File: src/rtl/muldiv_sequencer_if.sv
// Request/result bundle between decode and the MULT/DIV sequencer.
// Decode drives the op request; the sequencer returns stall/done status and HI/LO.
interface muldiv_sequencer_if #(
    parameter int WIDTH = 32
);
    logic             start;
    logic [2:0]       alu_control;
    logic [WIDTH-1:0] op_a;
    logic [WIDTH-1:0] op_b;
    logic             busy;
    logic             stall;
    logic             done;
    logic             div_by_zero;
    logic [WIDTH-1:0] hi;
    logic [WIDTH-1:0] lo;

    modport master (
        output start, alu_control, op_a, op_b,
        input  busy, stall, done, div_by_zero, hi, lo
    );

    modport slave (
        input  start, alu_control, op_a, op_b,
        output busy, stall, done, div_by_zero, hi, lo
    );
endinterface

File: src/rtl/muldiv_sequencer.sv
// Iterative signed MULT (shift-add) / DIV (restoring) engine owning the HI/LO registers.
// Latency: WIDTH+2 cycles from accepted start to done; divide-by-zero finishes in 1 cycle.
// Backpressure: stall holds the pipeline from accept through FIX; starts while busy are dropped.
module muldiv_sequencer #(
    parameter int WIDTH = 32
) (
    input  logic                clk,
    input  logic                reset,
    muldiv_sequencer_if.slave   bus
);
    localparam logic [2:0] CTL_MULT = 3'b101;
    localparam logic [2:0] CTL_DIV  = 3'b110;
    localparam int         CW       = $clog2(WIDTH);

    typedef enum logic [1:0] {S_IDLE, S_RUN, S_FIX, S_DONE} state_t;

    state_t           state;
    state_t           state_nxt;
    logic             is_div;
    logic             sign_a;
    logic             sign_b;
    logic [CW-1:0]    cnt;
    logic [WIDTH-1:0] acc_hi;
    logic [WIDTH-1:0] acc_lo;
    logic [WIDTH-1:0] opnd;
    logic [WIDTH-1:0] hi_q;
    logic [WIDTH-1:0] lo_q;
    logic             dbz_q;

    logic             valid_op;
    logic             accept;
    logic             zero_div;
    logic             last_iter;
    logic [WIDTH-1:0] abs_a;
    logic [WIDTH-1:0] abs_b;

    assign valid_op  = (bus.alu_control == CTL_MULT) || (bus.alu_control == CTL_DIV);
    assign accept    = bus.start && valid_op && ((state == S_IDLE) || (state == S_DONE));
    assign zero_div  = (bus.alu_control == CTL_DIV) && (bus.op_b == '0);
    assign last_iter = (cnt == CW'(WIDTH - 1));
    // Negating the most negative value wraps back to itself, which is 2^(WIDTH-1) unsigned.
    assign abs_a     = bus.op_a[WIDTH-1] ? -bus.op_a : bus.op_a;
    assign abs_b     = bus.op_b[WIDTH-1] ? -bus.op_b : bus.op_b;

    always_ff @(posedge clk or posedge reset) begin
        if (reset) begin
            state <= S_IDLE;
        end else begin
            state <= state_nxt;
        end
    end

    always_comb begin
        state_nxt = state;
        case (state)
            S_IDLE, S_DONE: begin
                if (accept) begin
                    state_nxt = zero_div ? S_DONE : S_RUN;
                end else begin
                    state_nxt = S_IDLE;
                end
            end
            S_RUN: begin
                if (last_iter) begin
                    state_nxt = S_FIX;
                end
            end
            S_FIX:   state_nxt = S_DONE;
            default: state_nxt = S_IDLE;
        endcase
    end

    // One iteration of each algorithm, computed from the current accumulator.
    logic [WIDTH:0]     mul_sum;
    logic [WIDTH-1:0]   mul_hi_nxt;
    logic [WIDTH-1:0]   mul_lo_nxt;
    logic [WIDTH:0]     rem_sh;
    logic               div_ge;
    logic [WIDTH-1:0]   rem_diff;
    logic [WIDTH-1:0]   div_hi_nxt;
    logic [WIDTH-1:0]   div_lo_nxt;
    logic [2*WIDTH-1:0] prod_fix;
    logic [WIDTH-1:0]   quot_fix;
    logic [WIDTH-1:0]   rem_fix;

    always_comb begin
        mul_sum    = {1'b0, acc_hi} + (acc_lo[0] ? {1'b0, opnd} : {(WIDTH+1){1'b0}});
        mul_hi_nxt = mul_sum[WIDTH:1];
        mul_lo_nxt = {mul_sum[0], acc_lo[WIDTH-1:1]};

        rem_sh     = {acc_hi, acc_lo[WIDTH-1]};
        div_ge     = (rem_sh >= {1'b0, opnd});
        rem_diff   = rem_sh[WIDTH-1:0] - opnd;
        div_hi_nxt = div_ge ? rem_diff : rem_sh[WIDTH-1:0];
        div_lo_nxt = {acc_lo[WIDTH-2:0], div_ge};

        prod_fix   = (sign_a ^ sign_b) ? -{acc_hi, acc_lo} : {acc_hi, acc_lo};
        quot_fix   = (sign_a ^ sign_b) ? -acc_lo : acc_lo;
        rem_fix    = sign_a ? -acc_hi : acc_hi;
    end

    always_ff @(posedge clk or posedge reset) begin
        if (reset) begin
            is_div <= 1'b0;
            sign_a <= 1'b0;
            sign_b <= 1'b0;
            cnt    <= '0;
            acc_hi <= '0;
            acc_lo <= '0;
            opnd   <= '0;
            hi_q   <= '0;
            lo_q   <= '0;
            dbz_q  <= 1'b0;
        end else if (accept) begin
            is_div <= (bus.alu_control == CTL_DIV);
            sign_a <= bus.op_a[WIDTH-1];
            sign_b <= bus.op_b[WIDTH-1];
            cnt    <= '0;
            acc_hi <= '0;
            dbz_q  <= 1'b0;
            // MULT keeps the multiplier in acc_lo; DIV keeps the dividend there as the quotient seed.
            if (bus.alu_control == CTL_DIV) begin
                acc_lo <= abs_a;
                opnd   <= abs_b;
            end else begin
                acc_lo <= abs_b;
                opnd   <= abs_a;
            end
            if (zero_div) begin
                hi_q  <= bus.op_a;
                lo_q  <= '1;
                dbz_q <= 1'b1;
            end
        end else if (state == S_RUN) begin
            cnt <= cnt + 1'b1;
            if (is_div) begin
                acc_hi <= div_hi_nxt;
                acc_lo <= div_lo_nxt;
            end else begin
                acc_hi <= mul_hi_nxt;
                acc_lo <= mul_lo_nxt;
            end
        end else if (state == S_FIX) begin
            if (is_div) begin
                hi_q <= rem_fix;
                lo_q <= quot_fix;
            end else begin
                hi_q <= prod_fix[2*WIDTH-1:WIDTH];
                lo_q <= prod_fix[WIDTH-1:0];
            end
        end
    end

    assign bus.busy        = (state == S_RUN) || (state == S_FIX);
    assign bus.stall       = bus.busy || accept;
    assign bus.done        = (state == S_DONE);
    assign bus.div_by_zero = dbz_q;
    assign bus.hi          = hi_q;
    assign bus.lo          = lo_q;
endmodule

File: src/flat_wrapper.sv
// flat-port wrapper written by rule: the top's interface ports become plain ports
module muldiv_sequencer_flat 
#(
    parameter int WIDTH = 32
)
  (clk, reset, bus_start, bus_alu_control, bus_op_a, bus_op_b, bus_busy, bus_stall, bus_done, bus_div_by_zero, bus_hi, bus_lo);
  muldiv_sequencer_if #(.WIDTH(WIDTH)) bus_i ();
  input  logic clk;
  input  logic reset;
  input wire logic [$bits(bus_i.start)-1:0] bus_start;
  input wire logic [$bits(bus_i.alu_control)-1:0] bus_alu_control;
  input wire logic [$bits(bus_i.op_a)-1:0] bus_op_a;
  input wire logic [$bits(bus_i.op_b)-1:0] bus_op_b;
  output wire logic [$bits(bus_i.busy)-1:0] bus_busy;
  output wire logic [$bits(bus_i.stall)-1:0] bus_stall;
  output wire logic [$bits(bus_i.done)-1:0] bus_done;
  output wire logic [$bits(bus_i.div_by_zero)-1:0] bus_div_by_zero;
  output wire logic [$bits(bus_i.hi)-1:0] bus_hi;
  output wire logic [$bits(bus_i.lo)-1:0] bus_lo;
  assign bus_i.start = bus_start;
  assign bus_i.alu_control = bus_alu_control;
  assign bus_i.op_a = bus_op_a;
  assign bus_i.op_b = bus_op_b;
  assign bus_busy = bus_i.busy;
  assign bus_stall = bus_i.stall;
  assign bus_done = bus_i.done;
  assign bus_div_by_zero = bus_i.div_by_zero;
  assign bus_hi = bus_i.hi;
  assign bus_lo = bus_i.lo;
  muldiv_sequencer #(.WIDTH(WIDTH)) u_core (.clk(clk), .reset(reset), .bus(bus_i));
endmodule
File: config.mk
export PLATFORM = sky130hd
export DESIGN_NAME = muldiv_sequencer_flat
export DESIGN_NICKNAME = d
export VERILOG_FILES = /design/src/rtl/muldiv_sequencer_if.sv /design/src/rtl/muldiv_sequencer.sv /design/src/flat_wrapper.sv
export SDC_FILE = /design/constraint.sdc
export NUM_CORES = 1
export LEC_CHECK = 0
export BUFFER_PORTS_ARGS = -buffer_cell sky130_fd_sc_hd__buf_2
export CAP_MARGIN = 10
export CELL_PAD_IN_SITES_DETAIL_PLACEMENT = 1
export CELL_PAD_IN_SITES_GLOBAL_PLACEMENT = 1
export CORE_MARGIN = 2
export CORE_UTILIZATION = 45
export DETAILED_ROUTE_END_ITERATION = 10
export PLACE_DENSITY_LB_ADDON = 0.08
export SYNTH_ARGS = -nofsm -noshare
export SYNTH_HDL_FRONTEND = slang
export SYNTH_SLANG_ARGS = --single-unit
File: constraint.sdc
create_clock -name clk -period 12.08 [get_ports clk]
set_input_delay 0 -clock clk [delete_from_list [all_inputs] [get_ports clk]]
set_output_delay 0 -clock clk [all_outputs]
set_load 0.02 [all_outputs]
==> flow_summary.ini <==
[timing]
max_slew_margin = 0.1959
slew_viol_final = 0
hold_viol = 0
fin_crit_sh = 0.3896
hold_ws_ns = 0.01884
fin_skew_ns = 0.01234
tns_ns = 0
worst_pin_slew_ns = 1.202
finalSetupViolCount = 0
fmax_ghz = 0.2125
rsz0062_at_grt = no
fin_crit_ns = 4.706

[clock_network]
clock-sinks = 171
path_clk_slew_ns = 0.08
cts_max_level = 4
cts_resized = 0
cts_buffers = 17
cts.root.buffer_cell = clkbuf_16
cts_tree = done
cts_buffer_depth = 2
clkLatencyLatePin_ns = 0.46

[placed_design]
numPlacedInstances = 2301
gp_congestion = 0.9201
place_area_mm2 = 0.01583
dpl.hpwl_um = 42340
io_buffers = 137

[synth]
synth_cells = 1816
synth-adder-area-share = 0.06394
synth_seq_cells = 171
ys_types = 80
synthSimpleGateAreaFrac = 0.1831
ys_warn_count = 0
synthMuxAreaShare = 0.04959
synth_compound_area_frac = 0.2637
syn_area_mm2 = 0.01491
synthArstFlopShare = 1.000
synth_edf_count = 0
synth_nets = 1961
synth_area_leaders = dfrtp_1 29%, xor2_1 6.4%, ha_1 6.1%
synth_xor_area_frac = 0.09985
synth_flop_cell = dfrtp_1
synth.largest_area_cell = dfrtp_1
synth_top_family_by_area = compound AO/OA/AOI/OAI gates
synth-seq-area-share = 0.2870
netlist.area_leader.share = 0.2870
syn_area_per_cell_um2 = 8.211

[finish]
fin_cells = 2396
final_nets = 2085
final_cell_mix = 170 x nand2_1, 170 x nor2_1, 170 x dfrtp_1
drive_above_1_share = 0.1486
seqCellArea_mm2 = 0.004280
fill_cells = 3934
multi_input_area_mm2 = 0.009896
syn_to_final_growth_pct = 14.84
final_cell_area_mm2 = 0.01713

[setup_path]
startpoint_type = flop
slowest_delay_ns = 0.86
reg2reg_from = u_core.acc_lo[0]
cp.required_ns = 12.42
critPathCaptureType = flop
slowest_stage = inv_1
crit_top_cell = o21ai_0
r2r-end = u_core.acc_hi[26]
r2r_setup_slack_ns = 7.37
arrival_ns = 5.05
worstPathCellList = inv_1, nor2_1, ha_1, or3_1, o21ai_0, o31ai_1, a211oi_1, o21bai_1, or4_1, nand3_1, o21ai_0
reg2regPathDepth = 11
path_class = flop to flop
worstPathMaxFanout = 33

[die]
io_pins = 138
dieArea_mm2 = 0.03461
core_mm2 = 0.03262
die_w_um = 186.0
rows = 66
die_h_um = 186.0
initial_utilization = 0.4572

[detailed_routing]
dr.first_iter.drc_count = 1123
drc_errors = 0
firstDrtPassIters = 5
drt_wl_total_um = 57910
num_vias = 15090
viasPerCell = 6.300
drt-wirelength-per-cell_um = 24.17
ant_nets = 0

[grt]
grt_pass1_wl_um = 89120
grt_pass1_vias = 15380
antenna_found_initial = 2
grt_max_degree = 77
grtUsageTotal = 0.3379
grt-ovfl-total = 0

[run_status]
outcome = finished, final reports clean

[power_and_ir_drop]
power.leakage_uw = 0.007358
power_density_mw_per_mm2 = 328.5
vdd_drop_max_v = 0.0002329
total_power_uw = 5626

[min_path]
hold_path_class = primary input to flop
hold-path-cell-count = 3
min_from = bus_op_b[13]
min_delay_worst_endpoint = u_core.opnd[13]

[flow_run]
maxCapViolations = 0
-- routing by layer --
metal / wire (um) / GRT usage / up-vias
met4: 2393 / 0.1468 / 0
met2: 26490 / 0.5408 / 530
li1: - / - / 6883
met1: 25770 / 0.4507 / 7559
met3: 3264 / 0.05400 / 122
met5: 0 / 0 / -
-- stage by stage --
stage	utilization	setup WS (ns)
after floorplan	-	7.448
after global placement	0.4854	7.691
after detailed placement	0.4854	7.539
after CTS	0.5249	7.431
after global routing	0.5250	7.036
final	0.5250	7.374
-- cell type report --
type                            instances  share of cell area
Clock inverter                         14             0.01410
Multi-Input combinational cell       1462              0.5778
Antenna cell                            2           0.0002922
Clock buffer                           17             0.02484
Timing Repair Buffer                  220             0.08548
Tap cell                              442             0.03229
Sequential cell                       171              0.2499
Inverter                               68             0.01520
-- report_power, final --
part           switching [uW]  internal (uW)
registers                 392            845
logic                    2290           1440
clock network             268            389
total                    2950           2680
-- cells in the mapped netlist, types with 29 or more instances --
master,instances
ha_1,73
xnor2_1,61
o21ai_0,121
dfrtp_1,171
clkbuf_1,97
o221ai_1,36
o31ai_1,30
a21oi_1,127
nor2_1,171
a31oi_1,30
inv_1,67
xor2_1,109
a21o_1,29
a31oi_2,30
nand2_1,172
nor2_2,30
nor3_1,38
mux2i_1,66
-- kinds of logic (layout without fill, tap and decap cells) --
family                   count (synthesis)  count (layout)
AO/OA/AOI/OAI                          576             576
XOR/XNOR                               170             170
adder cells (fa/ha/maj)                 75              75
buffers and inverters                  183             319
flip-flops                             171             171
multiplexers                            73              73
other                                    0               2
AND/OR/NAND/NOR                        568             568
-- critical path, delay by kind of cell (launching register included) --
family / cells / cell delay [ns]
AND/OR/NAND/NOR: 4 / 1.14
buffers and inverters: 1 / 0.86
flip-flops: 1 / 0.44
adder cells (fa/ha/maj): 1 / 0.27
AO/OA/AOI/OAI: 5 / 1.87
-- sequential cells by signal (all words and copies together) (netlist names) --
signal                  cells
u_core.acc_hi              32
u_core.acc_lo              32
u_core.bus.hi              32
u_core.bus.lo              32
u_core.opnd                32
u_core.cnt                  5
u_core.state                2
u_core.bus.div_by_zero      1
u_core.is_div               1
u_core.sign_a               1
u_core.sign_b               1
-- worst max path at each step --
stage                     start                end  slack, ns
2_1_floorplan             reset   u_core.acc_hi[0]       7.45
3_3_place_gp   u_core.acc_lo[0]  u_core.acc_hi[26]       7.69
3_5_place_dp   u_core.acc_lo[0]  u_core.acc_hi[26]       7.54
4_1_cts        u_core.acc_lo[0]  u_core.acc_hi[26]       7.43
5_1_grt        u_core.acc_lo[0]  u_core.acc_hi[26]       7.04
6_report       u_core.acc_lo[0]  u_core.acc_hi[26]       7.37
-- what timing repair did --
action | 4_1_cts | 5_1_grt
hold buffers | 62 | 0
setup buffers | 0 | 0
hold endpoints to repair | 98 | 0
No activity file was read; power rests on OpenSTA's default activity.
